### src/rtl/powerup_sprite.sv
// Power-up item controller: spawns from a question block, emerges, walks, falls, lands and is
// consumed on contact with Mario. Drives the pixel hit flag and sprite-ROM address.
module powerup_sprite #(
  parameter int unsigned X_HOME      = 305,
  parameter int unsigned Y_HOME      = 243,
  parameter int unsigned SIZE        = 32,
  parameter int unsigned SCALE_SHIFT = 1,
  parameter int unsigned STEP_MIN    = 45,
  parameter int unsigned STEP_MAX    = 65,
  parameter int unsigned GROUND_Y    = 420,
  parameter int unsigned X_MIN       = 0,
  parameter int unsigned X_MAX       = 607,
  parameter int unsigned WALK_STEP   = 2,
  parameter int unsigned FALL_STEP   = 4,
  parameter int unsigned RISE_STEP   = 2,
  parameter int unsigned TICK_DIV    = 3_000_000,
  parameter int unsigned MARIO_W     = 32,
  parameter int unsigned MARIO_H     = 32,
  parameter int unsigned ROM_BASE_X  = 158,
  parameter int unsigned ROM_BASE_Y  = 115,
  parameter int unsigned ROM_W       = 188
) (
  input  logic        Clk,
  input  logic        Reset,
  input  logic        dead_reset,
  input  logic [8:0]  BG_step,
  input  logic        is_mario_up,
  input  logic        can_down,
  input  logic [9:0]  mario_x,
  input  logic [9:0]  mario_y,
  input  logic [9:0]  DrawX,
  input  logic [9:0]  DrawY,
  output logic        is_item,
  output logic [18:0] rom_addr,
  output logic        item_eaten,
  output logic [9:0]  item_x,
  output logic [9:0]  item_y
);

  localparam int unsigned CntW = (TICK_DIV > 1) ? $clog2(TICK_DIV) : 1;

  typedef enum logic [2:0] {StIdle, StEmerge, StWalk, StFall, StEaten} state_e;

  state_e          state_q, state_d;
  logic [CntW-1:0] cnt_q, cnt_d;
  logic [9:0]      x_q, x_d, y_q, y_d, rise_q, rise_d;
  logic            dir_q, dir_d, pending_q, pending_d;
  logic            tick, bump_ok, active, hit;
  logic [10:0]     rise_next;
  logic [11:0]     ix, iy, mx, my;

  assign tick    = (cnt_q == CntW'(TICK_DIV - 1));
  assign bump_ok = is_mario_up && (BG_step >= 9'(STEP_MIN)) && (BG_step <= 9'(STEP_MAX));
  assign active  = (state_q == StEmerge) || (state_q == StWalk) || (state_q == StFall);

  // Strict AABB overlap, widened so the box sums cannot wrap.
  assign ix  = 12'(x_q);
  assign iy  = 12'(y_q);
  assign mx  = 12'(mario_x);
  assign my  = 12'(mario_y);
  assign hit = active && (ix < mx + 12'(MARIO_W)) && (mx < ix + 12'(SIZE)) &&
               (iy < my + 12'(MARIO_H)) && (my < iy + 12'(SIZE));

  always_ff @(posedge Clk) begin
    if (Reset || dead_reset) begin
      state_q   <= StIdle;
      cnt_q     <= '0;
      x_q       <= 10'(X_HOME);
      y_q       <= 10'(Y_HOME);
      rise_q    <= '0;
      dir_q     <= 1'b0;
      pending_q <= 1'b0;
    end else begin
      state_q   <= state_d;
      cnt_q     <= cnt_d;
      x_q       <= x_d;
      y_q       <= y_d;
      rise_q    <= rise_d;
      dir_q     <= dir_d;
      pending_q <= pending_d;
    end
  end

  always_comb begin
    state_d   = state_q;
    cnt_d     = tick ? '0 : cnt_q + CntW'(1);
    x_d       = x_q;
    y_d       = y_q;
    rise_d    = rise_q;
    dir_d     = dir_q;
    pending_d = pending_q;
    rise_next = 11'(rise_q) + 11'(RISE_STEP);
    unique case (state_q)
      StIdle: begin
        if (bump_ok) pending_d = 1'b1;
        if (tick && pending_q) begin
          state_d   = StEmerge;
          pending_d = 1'b0;
        end
      end
      StEmerge: if (tick) begin
        rise_d = rise_next[9:0];
        if (rise_next >= 11'(SIZE)) begin
          y_d     = 10'(Y_HOME - SIZE);
          state_d = StWalk;
          dir_d   = 1'b0;
        end else begin
          y_d = y_q - 10'(RISE_STEP);
        end
      end
      StWalk: if (tick) begin
        if (can_down) begin
          state_d = StFall;
        end else if (!dir_q) begin
          // Reaching the bound already counts as a wall hit.
          if (11'(x_q) + 11'(WALK_STEP) >= 11'(X_MAX)) begin
            x_d   = 10'(X_MAX);
            dir_d = 1'b1;
          end else begin
            x_d = x_q + 10'(WALK_STEP);
          end
        end else if (11'(x_q) <= 11'(X_MIN) + 11'(WALK_STEP)) begin
          x_d   = 10'(X_MIN);
          dir_d = 1'b0;
        end else begin
          x_d = x_q - 10'(WALK_STEP);
        end
      end
      StFall: if (tick) begin
        if (11'(y_q) + 11'(SIZE) + 11'(FALL_STEP) >= 11'(GROUND_Y)) begin
          y_d     = 10'(GROUND_Y - SIZE);
          state_d = StWalk;
        end else begin
          y_d = y_q + 10'(FALL_STEP);
        end
      end
      StEaten: ;
      default: state_d = StIdle;
    endcase
    if (hit) begin
      state_d = StEaten;
      x_d     = x_q;
      y_d     = y_q;
      rise_d  = rise_q;
      dir_d   = dir_q;
    end
  end

  logic [9:0]  dx, dy, tx_full, tx, ty;
  logic [18:0] addr;

  always_comb begin
    dx      = DrawX - x_q;
    dy      = DrawY - y_q;
    is_item = active && (DrawX >= x_q) && (DrawY >= y_q) &&
              (dx < 10'(SIZE)) && (dy < 10'(SIZE)) &&
              ((state_q != StEmerge) || (DrawY < 10'(Y_HOME)));
    tx_full = dir_q ? (10'(SIZE - 1) - dx) : dx;
    tx      = tx_full >> SCALE_SHIFT;
    ty      = dy >> SCALE_SHIFT;
    addr    = (19'(ROM_BASE_X) + 19'(tx)) + (19'(ROM_BASE_Y) + 19'(ty)) * 19'(ROM_W);
    rom_addr   = is_item ? addr : '0;
    item_eaten = (state_q == StEaten);
    item_x     = x_q;
    item_y     = y_q;
  end

endmodule
### config.mk
export PLATFORM = sky130hd
export DESIGN_NAME = powerup_sprite
export DESIGN_NICKNAME = d
export VERILOG_FILES = /design/src/rtl/powerup_sprite.sv
export SDC_FILE = /design/constraint.sdc
export NUM_CORES = 1
export LEC_CHECK = 0
export BUFFER_PORTS_ARGS = -buffer_cell sky130_fd_sc_hd__buf_2
export CAP_MARGIN = 25
export CORE_MARGIN = 3
export CORE_UTILIZATION = 40
export CTS_CLUSTER_SIZE = 30
export DETAILED_ROUTE_END_ITERATION = 12
export PLACE_DENSITY = 0.7
export SYNTH_ARGS = -nofsm -noshare
export SYNTH_HDL_FRONTEND = slang
export SYNTH_SLANG_ARGS = --single-unit
### constraint.sdc
create_clock -name Clk -period 10.01 [get_ports Clk]
set_input_delay 0 -clock Clk [delete_from_list [all_inputs] [get_ports Clk]]
set_output_delay 0 -clock Clk [all_outputs]
set_load 0.01 [all_outputs]
==> summary.txt <==
Critical path
  • CP required: 10.01 ns
  • WP buf/inv: 6
  • Worst reg2reg startpoint: item_y[8]
  • Worst Setup End Kind: output port
  • Slowest stage cell on the critical path: or4_1
  • Max incr delay on CP: roughly 0.60 ns
  • Worst path top cell family by delay: adder cells
  • CP most frequent cell: inv_1
  • Worst Path Max Fanout: 8
  • Crit Path Class: reg -> out
  • Worst Setup SP: item_y[1]
  • Worst EP arrival: 7.52 ns
  • Type of origin of the critical path: register

Route
  • Starting DRT DRC Count: 573
  • Wire length per cell: 15.86 um
  • Top sig layer: met4
  • Wl on met1: about 10000 um
  • DR vias/cell: 5.741
  • Post-Route WL: 22680 um
  • Metal2 WL: 10620 um
  • DRC errors left: 0
  • Detailed Routing Iterations Pass 1: 5
  • Detail Route met3 WL: around 1100 um
  • Post-detailed-route count of antenna-violating nets: 0
  • Routed vias: 8209

Synth
  • Adder-cell share of the synthesized area: 0.2303
  • Synthesized area: 8454 um^2
  • Top-area cell type share of the netlist area: 0.1806
  • Synth Flop Type: dfxtp_1
  • Main combinational cell family by area after synthesis: simple AND/OR/NAND/NOR gates
  • Syn nets: roughly 1300
  • Synth area leader: ha_1
  • Synth Area in Compound Gates: 0.2303
  • Mux contribution to synthesized area: 0.007252
  • Post-Synthesis Cells: 1096
  • Yosys warnings: 0
  • EDFF count, synth: 0
  • Synth cell count leaders: ha_1, inv_1, nor2_1, nand2_1, dfxtp_1
  • Sequential share of the synthesized area: 0.1326
  • Mean Syn Cell Area: 7.714 um^2
  • Synthesized flop and latch total: 56
  • Largest cells by area after synthesis: ha_1, dfxtp_1, xnor2_1
  • Synth Area in XOR/XNOR: 0.08702
  • Async SR Flop Fraction: 0
  • Simple-gate share of the synthesized area: 0.2432
  • Distinct cell type count after synthesis: 81
  • Top-count cell post-synth: ha_1

Die
  • Site Rows: 52
  • Die W: 151.4 um
  • CORE AREA: 20490 um^2
  • Ports: 95
  • Die area: 22920 um^2
  • Starting density of the core: 0.4125
  • Height of the die: between 150 and 200 um

STA
  • Final min period: 7.520 ns
  • Clock skew: 0.006060 ns
  • Final Hold Fails: 0
  • Least-Margin Pin Slew: 1.012 ns
  • RSZ-0062 raised after global routing: false
  • Slew Viols, Final: 0
  • Tcrit/Tclk final: 0.7513
  • Setup_tns: 0 ns
  • Fmax: 133.0 MHz
  • Relative slew slack: 0.3203
  • # setup viols final: 0

Clock tree
  • Clock sink count: 56
  • Root Buffer: clkbuf_16
  • Cts bufs inserted: 5
  • Clock latency on the worst-skew pair: 0.30 ns
  • Hold buffers post-CTS: 0
  • H-tree levels: 2
  • Post-CTS Setup Repair Bufs: 0
  • Clock buffer depth: 2
  • TritonCTS clock tree: built
  • Quantity of gates resized following cts: 0
  • Clk slew on worst S/H paths: 0.07 ns

Power and ir drop
  • Net load switching power: 1.356 mW
  • Internal: 1.217 mW
  • Clock Power Share: 0.069
  • P_leak: 4.013 nW
  • Seq pwr share: 0.087
  • Sw frac: 0.5270
  • Peak supply drop: 0.4058 mV
  • Power per cell area: 277.9 nW/um^2
  • Comb power frac: 0.844

Hold path
  • Hold path start: Reset
  • Worst hold path class: in -> reg

Global routing
  • Vias in the first global route: 7735
  • GRT overflow: 0
  • Largest net degree at the start of global routing: 27
  • Initial antenna violation count: 1
  • First-pass GRT wire length: 37300 um
  • Global Route Usage Sum: 0.1953

Finish
  • Multi-input logic area: 6746 um^2
  • Post-route cell area: 9258 um^2
  • # fillers: 2098
  • Fin nets: 1354
  • Area grow syn2layout: 9.501%
  • Storage cell area: 1121 um^2
  • Ratio of cells with drive above 1 in the final layout: 0.1123

Placed design
  • Placed cell areas: 9107 um^2
  • Number of port buffers: between 90 and 100
  • Dpl hpwl: 18180 um
  • RePlAce Congestion: between 0.9 and 1

Status
  • Status: finished, final reports clean

Flow run
  • Max-Cap Viols: 0
-- sequential cells by signal, summed over array words and instances, names as in the netlist --
signal     flops
cnt_q         22
dir_q          1
item_x        10
item_y        10
pending_q      1
rise_q         9
state_q        3
-- worst min-delay path: cells and delay by family --
kind	cells	cell delay (ns)
simple gates	1	0.11
compound gates	1	0.05
buf+inv	1	0.14
-- power by group through the flow --
stage / logic (mW) / clock network, mW / registers, mW
final: 2.17 / 0.178 / 0.223
after global routing: 2.45 / 0.188 / 0.223
after CTS: 2.18 / 0.182 / 0.223
after detailed placement: 2.18 / 0 / 0.228
after global placement: 2.12 / 0 / 0.228
after floorplan: 1.78 / 0 / 0.228
-- placed cells by master (no fill, tap or decap), types with 10 or more instances in the layout --
cell type and count:
a211o_1 11, a211oi_1 17, a21o_1 16, a21oi_1 46
a31oi_1 18, and2_1 16, and3_1 15, buf_2 94
dfxtp_1 56, fa_1 21, ha_1 122, inv_1 103
nand2_1 60, nand2b_1 19, nand3_1 39, nand4_1 20
nor2_1 85, nor2b_1 10, nor3_1 38, nor3b_1 10
nor4_1 14, o211ai_1 14, o21a_1 11, o21ai_0 44
o31ai_1 15, or3_1 13, xnor2_1 53, xor2_1 31
-- cell families (layout without fill, tap and decap cells) --
family	Yosys count	after routing
simple gates	384	384
compound gates	272	272
buf+inv	151	213
fa+ha+maj	143	143
xor+xnor	84	84
flops	56	56
mux	6	6
other cells	0	2
-- area by class of cell --
type / count / share of cell area
multi-input combinational: 889 / 0.7287
clock buffer: 6 / 0.01392
clock inverter: 2 / 0.001757
inverter: 107 / 0.04338
timing repair buffer: 98 / 0.05406
sequential: 56 / 0.1211
antenna: 2 / 0.0005406
tap: 270 / 0.03649
-- metrics by stage --
stage	hold WS [ns]	setup slack (ns)	util	power (mW)	std cells
global placement	0.3551	3.055	0.4444	2.352	1420
CTS	0.04481	2.496	0.4515	2.588	1428
floorplan	0.1760	3.274	-	2.009	1096
global route	0.06605	1.912	0.4516	2.864	1429
detailed placement	0.3615	2.824	0.4444	2.404	1420
finish	0.05091	2.490	0.4517	2.573	1430
-- final timing paths --
check / endpoint / slack [ns] / cells after the start
hold reg to reg: cnt_q[0] / 0.45 / 1
hold / removal: rise_q[9] / 0.05 / 3
setup / recovery: rom_addr[17] / 2.49 / 26
setup reg to reg: item_y[0] / 5.94 / 10
-- per-layer routing --
metal  GRT usage  vias up
met2      0.3365      215
met3     0.02603       57
met1      0.2486     3799
li1            -     4138
met5           0        -
met4     0.07072        0
Note: power is estimated with default switching activity, not from simulation.
